--- src/rtl/cnt_updn_mod.sv ---
// Cascadable up/down modulo counter with synchronous clear/preset/load,
// selectable wrap or saturate at the terminal count, a terminal-count pulse and a sticky overflow flag.
module cnt_updn_mod #(
  parameter int     WIDTH   = 8,
  parameter longint MODULUS = 256,
  parameter bit     SAT     = 1'b0
) (
  input  logic             CLK,
  input  logic             CD,
  input  logic             CLR,
  input  logic             PS,
  input  logic             LD,
  input  logic [WIDTH-1:0] D,
  input  logic             EN,
  input  logic             CAI,
  input  logic             UP,
  output logic [WIDTH-1:0] Q,
  output logic             CAO,
  output logic             TC,
  output logic             OVF
);

  localparam logic [WIDTH-1:0] MAX_V = WIDTH'(MODULUS - 1);

  logic [WIDTH-1:0] q_q, q_d;
  logic             tc_q, tc_d;
  logic             ovf_q, ovf_d;
  logic             step;
  logic             terminal;
  logic [WIDTH-1:0] d_lim;

  // A full-range counter cannot receive an out-of-range load, so the clamp only exists for short moduli.
  if (MODULUS >= (64'(1) << WIDTH)) begin : g_full
    assign d_lim = D;
  end else begin : g_clamp
    assign d_lim = (D > MAX_V) ? MAX_V : D;
  end

  assign step     = CAI & EN;
  assign terminal = UP ? (q_q == MAX_V) : (q_q == '0);
  assign CAO      = step & terminal;

  always_comb begin
    q_d   = q_q;
    tc_d  = 1'b0;
    ovf_d = ovf_q;
    if (CLR) begin
      q_d   = '0;
      ovf_d = 1'b0;
    end else if (PS) begin
      q_d = MAX_V;
    end else if (LD) begin
      q_d = d_lim;
    end else if (step) begin
      if (!terminal) begin
        q_d = UP ? (q_q + WIDTH'(1)) : (q_q - WIDTH'(1));
      end else begin
        // Saturating mode simply leaves q_d at the bound.
        if (!SAT) begin
          q_d = UP ? '0 : MAX_V;
        end
        tc_d  = 1'b1;
        ovf_d = 1'b1;
      end
    end
  end

  always_ff @(posedge CLK or posedge CD) begin
    if (CD) begin
      q_q   <= '0;
      tc_q  <= 1'b0;
      ovf_q <= 1'b0;
    end else begin
      q_q   <= q_d;
      tc_q  <= tc_d;
      ovf_q <= ovf_d;
    end
  end

  assign Q   = q_q;
  assign TC  = tc_q;
  assign OVF = ovf_q;

endmodule

--- config.mk ---
export PLATFORM = sky130hd
export DESIGN_NAME = cnt_updn_mod
export DESIGN_NICKNAME = d
export VERILOG_FILES = /design/src/rtl/cnt_updn_mod.sv
export SDC_FILE = /design/constraint.sdc
export NUM_CORES = 1
export LEC_CHECK = 0
export ABC_AREA = 1
export CAP_MARGIN = 20
export CORE_UTILIZATION = 43
export DETAILED_ROUTE_END_ITERATION = 10
export PLACE_DENSITY = 0.73
export SLEW_MARGIN = 20
export SYNTH_ARGS = -nofsm -noshare
export SYNTH_HDL_FRONTEND = slang
export SYNTH_SLANG_ARGS = --single-unit
--- constraint.sdc ---
create_clock -name CLK -period 1.5 [get_ports CLK]
set_input_delay 0.225 -clock CLK [delete_from_list [all_inputs] [get_ports CLK]]
set_output_delay 0.225 -clock CLK [all_outputs]
set_load 0.05 [all_outputs]
==> metrics.md, run 1 <==
| Metric | Value |
|---|---|
| Outcome | aborted with a tool error |
| Stop stage | 5_1_grt |
| Run Error | [ERROR GRT-0232] Routing congestion too high. Check the congestion heatmap in the GUI. |
| Num rows | 16 |
| Synthesized instance count | 150 |
| Htree depth | 1 |
| Grt repair worst endpoint | Q[6]$_DFFE_PP0P_/D |
| Root Buffer Master | clkbuf_4 |
| Hpwl dp | 2.50 mm |
| Synth Register Bits | 10 |
| Post-CTS Hold Fix Bufs | 0 |
| Register area share after synthesis | 25.7% |
| Worst ep type | register input |
| Routability-driven placement congestion ratio | 0.892 |
| Ys Warns | 0 |
| Syn_nets | approximately 170 |
| Tot GR Track Use | 57.5% |
| Die Height | 49.6 µm |
| Syn_area_per_cell | 6.49 µm² |
| CTS buffer count | 3 |
| Input/output buffers | 26 |
| Synthesized area | ~970 µm² |
| Clk sinks | 10 |
| Pre-CTS setup slack | -717 ps |
| Largest net degree at the start of global routing | 11 |
| CTS Buffer Depth | 2 |
| Io pins | 27 |
| Synth cell types | 24 |
| Die W | 49.6 µm |
| Final global-route overflow total | 7 |
| Starting Density | between 40% and 50% |
## synth_stat cells
| cell | number | area (µm²) |
|---|---|---|
| nand2_1 | 61 | 229 |
| inv_1 | 16 | 60.1 |
| dfrtp_1 | 10 | 250 |
| nand3_1 | 10 | 50.1 |
| nor2_1 | 9 | 33.8 |
| a21oi_1 | 8 | 40.0 |
| ha_1 | 6 | 75.1 |
| nor2_2 | 5 | 31.3 |
| o21ai_1 | 5 | 25.0 |
| nor2_4 | 3 | 33.8 |
| a21oi_2 | 2 | 17.5 |
| nand3b_1 | 2 | 15.0 |
| o21ai_0 | 2 | 10.0 |
| a22o_1 | 1 | 8.76 |
| buf_6 | 1 | 11.3 |
| clkinv_2 | 1 | 5.00 |
| fa_1 | 1 | 20.0 |
| inv_2 | 1 | 3.75 |
| nand2_2 | 1 | 6.26 |
| nand3b_2 | 1 | 11.3 |
| nand4_2 | 1 | 12.5 |
| or2_1 | 1 | 6.26 |
| xnor2_1 | 1 | 8.76 |
| xor2_1 | 1 | 8.76 |
## layer usage
layer | GRT overflow | track usage [%]
met1 | 0 | 56.0
met3 | 0 | 25.3
met2 | 6 | 84.5
met5 | 0 | 0
met4 | 1 | 65.2
## kinds of logic after synthesis
kind of cell             count (synthesis)  share of synthesized area (%)
AND/OR/NAND/NOR                         94                           44.1
buffers and inverters                   19                           8.23
AO/OA/AOI/OAI                           18                           10.4
flip-flops                              10                           25.7
adder cells (fa/ha/maj)                  7                           9.77
XOR/XNOR                                 2                           1.80
## repair_timing
action,4_1_cts
setup endpoints to repair,8
pin swaps,16
buffers inserted,10
gates resized for setup,27
## metrics by stage
| step | std cells | hold slack, ps | cell area (µm²) |
|---|---|---|---|
| 3_3_place_gp | 224 | 519 | 1590 |
| 4_1_cts | 238 | 259 | 1810 |
| 2_1_floorplan | 150 | 64.6 | 1060 |
| 3_5_place_dp | 224 | 528 | 1590 |
==> run 2, diff against run 1 <==
--- a/config.mk
+++ b/config.mk
@@ -7,9 +7,10 @@
 export LEC_CHECK = 0
 export ABC_AREA = 1
 export CAP_MARGIN = 20
-export CORE_UTILIZATION = 43
+export CORE_AREA = 2 2 63 65
 export DETAILED_ROUTE_END_ITERATION = 10
-export PLACE_DENSITY = 0.73
+export DIE_AREA = 0 0 65 67
+export PLACE_DENSITY_LB_ADDON = 0.15
 export SLEW_MARGIN = 20
 export SYNTH_ARGS = -nofsm -noshare
 export SYNTH_HDL_FRONTEND = slang
==> constraint.sdc (replaced) <==
create_clock -name CLK -period 2 [get_ports CLK]
set_input_delay 0.3 -clock CLK [delete_from_list [all_inputs] [get_ports CLK]]
set_output_delay 0.3 -clock CLK [all_outputs]
set_load 0.05 [all_outputs]
==> run 2 against run 1 <==
Area after synthesis did not move; the run now ends clean; synthesized cell count is the same.
==> metrics.md, run 2 <==
| Metric | Value |
|---|---|
| Drt total wl | around 2.7 mm |
| Path depth of the worst reg2reg path | 12 |
| Final Worst Setup Slack | 133 ps |
| Tot GR Track Use | a little over an eighth |
| Input/output buffers | 26 (unchanged) |
| Critical Path AT | 1570 ps |
| Pleak | 0.722 nW |
| Largest net degree at the start of global routing | 11 |
| Hold Slack | 367 ps |
| Hpwl dp | 2.23 mm (-11%) |
| Routability-driven placement congestion ratio | 0.761 (-15%) |
| Slowest stage cell, crit path | clkdlybuf4s50_1 |
| Pre-CTS setup slack | -213 ps (+505 ps) |
| Worst VDD drop | 0.000367 V |
| Clock insertion delay at the later pin of the skew report | 230 ps |
| Post-synthesis compound-gate area fraction | 10.4% (unchanged) |
| Final hold viol count | 0 |
| Area grow syn2layout | 46.3% |
| Starting Density | 27.0% (-21 points) |
| Post-synth EDFFs | 0 (unchanged) |
| Worst slew margin | 65.6% |
| CTS tree | built |
| Max Slew Vio Count | 0 |
| Setup repair bufs after CTS | 0 (-10) |
| FF-to-FF End | Q[6]$_DFFE_PP0P_ |
| Slew @ Worst Pin | 514 ps |
| Clock Skews | 6.11 ps |
| Num rows | 22 (+6) |
| Syn_nets | 173 (unchanged) |
| Synthesized area | 973 µm² (unchanged) |
| Count leader, synth | nand2_1 |
| Post-DR wirelength/cell | 11.3 µm |
| Synthesized instance count | 150 (unchanged) |
| Worst path max stage delay | 860 ps |
| Largest family of logic cells by synthesized area | simple AND/OR/NAND/NOR gates |
| Post-Synth XOR/XNOR Area | 1.80% (unchanged) |
| Layout cells sized above 1 | 18.0% |
| Post-CTS Hold Fix Bufs | 0 (unchanged) |
| Post-synth top cells | 61 x nand2_1, 16 x inv_1, 10 x dfrtp_1, 10 x nand3_1, 9 x nor2_1 |
| Crit-path cells | clkdlybuf4s50_1 |
| Die Height | 67 µm (+35%) |
| Synth Area in Simple Gates | 44.1% (unchanged) |
| Crit path max fanout | 6 |
| Routed Antenna Nets | 0 |
| WP buf/inv | 1 |
| Worst setup EP type | output port |
| Number of max-cap violations | 0 |
| Synth Area in Adders | 9.77% (unchanged) |
| Fin nets | 214 |
| Synth top area share | 25.7% (unchanged) |
| Final setup vio count | 0 |
| Io pins | 27 (unchanged) |
| Die W | 65 µm (+31%) |
| DR DRC count | 0 |
| CP delay by family, top | buffers and inverters |
| Post-layout min period | 1870 ps |
| Outcome | completed |
| Async S/R FF share, synth | 100% (unchanged) |
| Synth top area cells | dfrtp_1 26%, nand2_1 24%, ha_1 7.7%, inv_1 6.2%, nand3_1 5.1% |
| Clk sinks | 10 (unchanged) |
| Placed instance count | 234 (+4.5%) |
| Synth area leader | dfrtp_1 |
| Register area share after synthesis | 25.7% (unchanged) |
| Syn_area_per_cell | 6.49 µm² (unchanged) |
| Synth Register Bits | 10 (unchanged) |
| First-pass GRT wire length | 4.53 mm |
| Power, Total | 0.850 mW |
| CTS Buffer Depth | 2 (unchanged) |
| First-pass iteration count of the detailed router | 4 |
| Ys Warns | 0 (unchanged) |
| Antenna Cells | 0 |
| Post-route insts no fill | 237 |
| Initial DRC count | 20 |
| Vias | 1,033 |
| Final period utilization | 93.4% |
| Die area | roughly 4400 µm² |
| Htree depth | 1 (unchanged) |
| Setup CP Type | reg2out |
| Most frequent cells in the layout | 61 x nand2_1, 23 x clkdlybuf4s50_1, 15 x inv_1 |
| Commonest non-fill, non-tap cell in the layout | nand2_1 |
| Initial antenna violation count | 0 |
| Top_reg_cell synth | dfrtp_1 |
| Synth cell types | 24 (unchanged) |
| Final global-route overflow total | 0 |
| Clk pin slew, worst setup/hold paths | 50 ps |
| Root Buffer Master | clkbuf_8 |
| R2R setup slack | ~290 ps |
| CTS buffer count | 3 (unchanged) |
| Core area | 3610 µm² |
| Final core occ | 39.5% |
| Max Freq | 536 MHz |
| Via density per instance | 4.36 |
| Critical Path RT | between 1500 and 2000 ps |
| Number of flip-flops in the largest register | 8 |
| Multiplexer share of the synthesized area | 0% (unchanged) |
| Vias in the first global route | 1,036 |
| Startpoint types | flop |
| R2R Path Start | Q[1]$_DFFE_PP0P_ |
| Hold Path Class | in2async |
| PwrDens | between 500 and 600 nW/µm² |
| RSZ-0062 raised after global routing | no |
## run 2: worst max path at each step
stage | cells after the start | slack, ps | from | end
floorplan | 6 | 50 | Q[1]$_DFFE_PP0P_ | OVF$_DFFE_PP0P_
global placement | 13 | -160 | UP | Q[6]$_DFFE_PP0P_
detailed placement | 13 | -210 | UP | Q[6]$_DFFE_PP0P_
CTS | 14 | 20 | UP | Q[6]$_DFFE_PP0P_
global route | 7 | 60 | Q[0]$_DFFE_PP0P_ | CAO
finish | 1 | 130 | Q[1]$_DFFE_PP0P_ | Q[1]
## run 2: routing by layer
layer	up-vias	wire length [µm]	GRT usage [%]
met4	0	14	3.99
li1	554	-	-
met5	-	0	0
met3	2	91	2.20
met1	458	1370	17.0
met2	19	1200	23.6
## run 2: stage by stage
stage	setup TNS (ps)	cell area (µm²)
after floorplan	0	973
after global routing	0	1420
final	0	1420
after CTS	0	1410
after detailed placement	-1040	1370
after global placement	-718	1370
## run 2: cell type report
cell class                 count  area, µm²
clock buffer                   3       41.3
multi-input combinational    121        648
timing repair buffer          37        353
sequential                    10        250
inverter                      18       71.3
fill                         409       2180
tap                           48       60.1
## run 2: repair_timing
action                                  4_1_cts  5_1_grt
endpoints found under the hold margin         0        0
endpoints found under the setup margin        0        7
gates resized for setup                       0        5
## run 2: logic make-up after synthesis
logic type / Yosys count
fa+ha+maj: 7
buf+inv: 19
flops: 10
xor+xnor: 2
simple gates: 94
compound gates: 18
## run 2: power by group
part / leakage, nW / switching, mW / internal [mW]
Clock: 0.0216 / 0.0707 / 0.131
Combinational: 0.573 / 0.225 / 0.175
Sequential: 0.128 / 0.0292 / 0.219
Total: 0.722 / 0.324 / 0.526
Power figures use the tool's default switching activity.
==> run 3, diff against run 2 <==
==> constraint.sdc (replaced) <==
create_clock -name CLK -period 2.3 [get_ports CLK]
set_input_delay 0.345 -clock CLK [delete_from_list [all_inputs] [get_ports CLK]]
set_output_delay 0.345 -clock CLK [all_outputs]
set_load 0.05 [all_outputs]
==> run 3 against run 2 <==
Global-route usage fell by 0.72 points; critical endpoint is now CAO; final cell count fell by 4.2%; clock skew rose by 2.3 ps; largest power group unchanged; wire length fell by 5.0%.
==> metrics.md, run 3 (synthesized netlist as in run 2, its figures left out) <==
| Metric | Value |
|---|---|
| Hold Path Class | in2async |
| RSZ-0062 raised after global routing | no |
| Initial DRC count | 33 (+65%) |
| Crit path max fanout | 3 (-3) |
| Clk pin slew, worst setup/hold paths | 50 ps (about the same) |
| Path depth of the worst reg2reg path | 11 (-1) |
| Critical Path Start | UP |
| Layout cells sized above 1 | 11.2% (-6.8 points) |
| Pleak | 0.663 nW (-8.2%) |
| WP depth | 8 (+7) |
| Crit-path most repeated cell | nor2_2 |
| First-pass iteration count of the detailed router | 4 (unchanged) |
| Post-DR wirelength/cell | 11.2 µm (-0.82%) |
| FF-to-FF End | Q[6]$_DFFE_PP0P_ |
| Core area | 3610 µm² (unchanged) |
| R2R Path Start | Q[0]$_DFFE_PP0P_ |
| Post-layout min period | 2040 ps |
| Most frequent cells in the layout | 61 x nand2_1, 25 x clkdlybuf4s50_1, 16 x inv_1 |
| Vias | 1,002 (-3.0%) |
| Drt total wl | 2.54 mm (-5.0%) |
| Area grow syn2layout | 37.8% |
| Post-CTS Resized | 0 (unchanged) |
| First-pass GRT wire length | 4.25 mm (-6.1%) |
| Final global-route overflow total | 0 (unchanged) |
| Routability-driven placement congestion ratio | 0.847 (+11%) |
| Crit-path cells | clkdlybuf4s50_1 > buf_4 > nor2_1 > nand3_1 > nor2_4 > nor2_2 > nor2_2 > buf_12 |
| Worst setup EP type | output port |
| Vias in the first global route | 957 (-7.6%) |
| Die W | 65 µm (unchanged) |
| WP buf/inv | 3 (+2) |
| Commonest non-fill, non-tap cell in the layout | nand2_1 |
| Clock Skews | 8.45 ps (+2.34 ps) |
| CTS buffer count | 3 (unchanged) |
| CP endpoint | CAO |
| Worst slew margin | 66.5% (+0.87 points) |
| Die Height | 67 µm (unchanged) |
| Final hold viol count | 0 (unchanged) |
| Via density per instance | 4.41 (+1.3%) |
| Num rows | 22 (unchanged) |
| CP delay by family, top | buffers and inverters |
| Placed instance count | 224 (-4.3%) |
| PwrDens | 526 nW/µm² (-12%) |
| Startpoint types | input port |
| Htree depth | 1 (unchanged) |
| Setup repair bufs after CTS | 0 (unchanged) |
| Final core occ | 37.2% (-2.3 points) |
| Io pins | 27 (unchanged) |
| Final setup vio count | 0 (unchanged) |
| Critical Path AT | 1700 ps (+130 ps) |
| Clk sinks | 10 (unchanged) |
| Input/output buffers | 26 (unchanged) |
| Max Freq | 490 MHz |
| Antenna Cells | 0 (unchanged) |
| Hpwl dp | 2.11 mm (-5.4%) |
| Critical Path RT | 1960 ps (+260 ps) |
| Worst VDD drop | 0.000214 V (-42%) |
| Post-CTS Hold Fix Bufs | 0 (unchanged) |
| Outcome | completed |
| Worst path max stage delay | 430 ps (-430 ps) |
| Starting Density | 27.0% (unchanged) |
| Die area | 4360 µm² (unchanged) |
| CTS tree | built |
| Fin nets | 204 (-4.7%) |
| Largest net degree at the start of global routing | 11 (unchanged) |
| Final period utilization | around nine tenths |
| Number of flip-flops in the largest register | 8 (unchanged) |
| Tot GR Track Use | 12.8% (-0.72 points) |
| Max Slew Vio Count | 0 (unchanged) |
| Slew @ Worst Pin | 501 ps (-13.0 ps) |
| Setup CP Type | in2out |
| CTS Buffer Depth | 2 (unchanged) |
| Number of max-cap violations | 0 (unchanged) |
| Clock insertion delay at the later pin of the skew report | 230 ps (about the same) |
| Post-route insts no fill | 227 (-4.2%) |
| R2R setup slack | 480 ps (+190 ps) |
| Root Buffer Master | clkbuf_8 |
| Initial antenna violation count | 0 (unchanged) |
| Final setup TNS | 0 ps (unchanged) |
| DR DRC count | 0 (unchanged) |
| Routed Antenna Nets | 0 (unchanged) |
| Slowest stage cell, crit path | clkdlybuf4s50_1 |
## run 3: worst reg2reg max path: stages, from the launching register on
cell,delay [ps]
dfrtp_1,480
fa_1,500
nand2_1,80
nand2_1,80
nand3b_1,110
nand3_1,80
nand3_1,110
nand2_1,60
nand2_1,50
nand2_1,50
nand2_1,60
nand2_1,40
## run 3: worst min path at each step
| stage | startpoint | to | slack, ps | depth (start not counted) |
|---|---|---|---|---|
| after global routing | CD | Q[3]$_DFFE_PP0P_ | 440 | 2 |
| final | CD | Q[0]$_DFFE_PP0P_ | 390 | 2 |
| after floorplan | CD | OVF$_DFFE_PP0P_ | 190 | 1 |
| after CTS | CD | Q[0]$_DFFE_PP0P_ | 410 | 2 |
| after global placement | OVF$_DFFE_PP0P_ | OVF$_DFFE_PP0P_ | 520 | 2 |
| after detailed placement | OVF$_DFFE_PP0P_ | OVF$_DFFE_PP0P_ | 530 | 2 |
## run 3: layout make-up
class,instances,area (µm²)
Timing Repair Buffer,27,278
Clock buffer,3,41.3
Fill cell,401,2260
Inverter,18,68.8
Sequential cell,10,250
Multi-Input combinational cell,121,643
Tap cell,48,60.1
## run 3: power breakdown
| part | internal, mW | leakage, nW | switching [mW] | total (mW) |
|---|---|---|---|---|
| Sequential | 0.191 | 0.128 | 0.0283 | 0.219 |
| Clock | 0.114 | 0.0216 | 0.0626 | 0.177 |
| Combinational | 0.125 | 0.514 | 0.185 | 0.310 |
## run 3: layer usage
metal  track usage (%)  vias up  share of wire, %
li1                  -      539                 -
met4              4.79        0              0.55
met2              21.4       19                45
met3              2.03        2               4.1
met5                 0        -                 0
met1              16.5      442                50
## run 3: metrics by stage
stage / instance area, µm² / hold slack (ps) / total power, mW / setup slack, ps
floorplan: 973 / 185 / 0.430 / 350
global placement: 1300 / 520 / 0.531 / 82.2
detailed placement: 1300 / 533 / 0.533 / 54.7
CTS: 1340 / 414 / 0.716 / 235
global route: 1340 / 439 / 0.763 / 77.1
finish: 1340 / 394 / 0.706 / 257
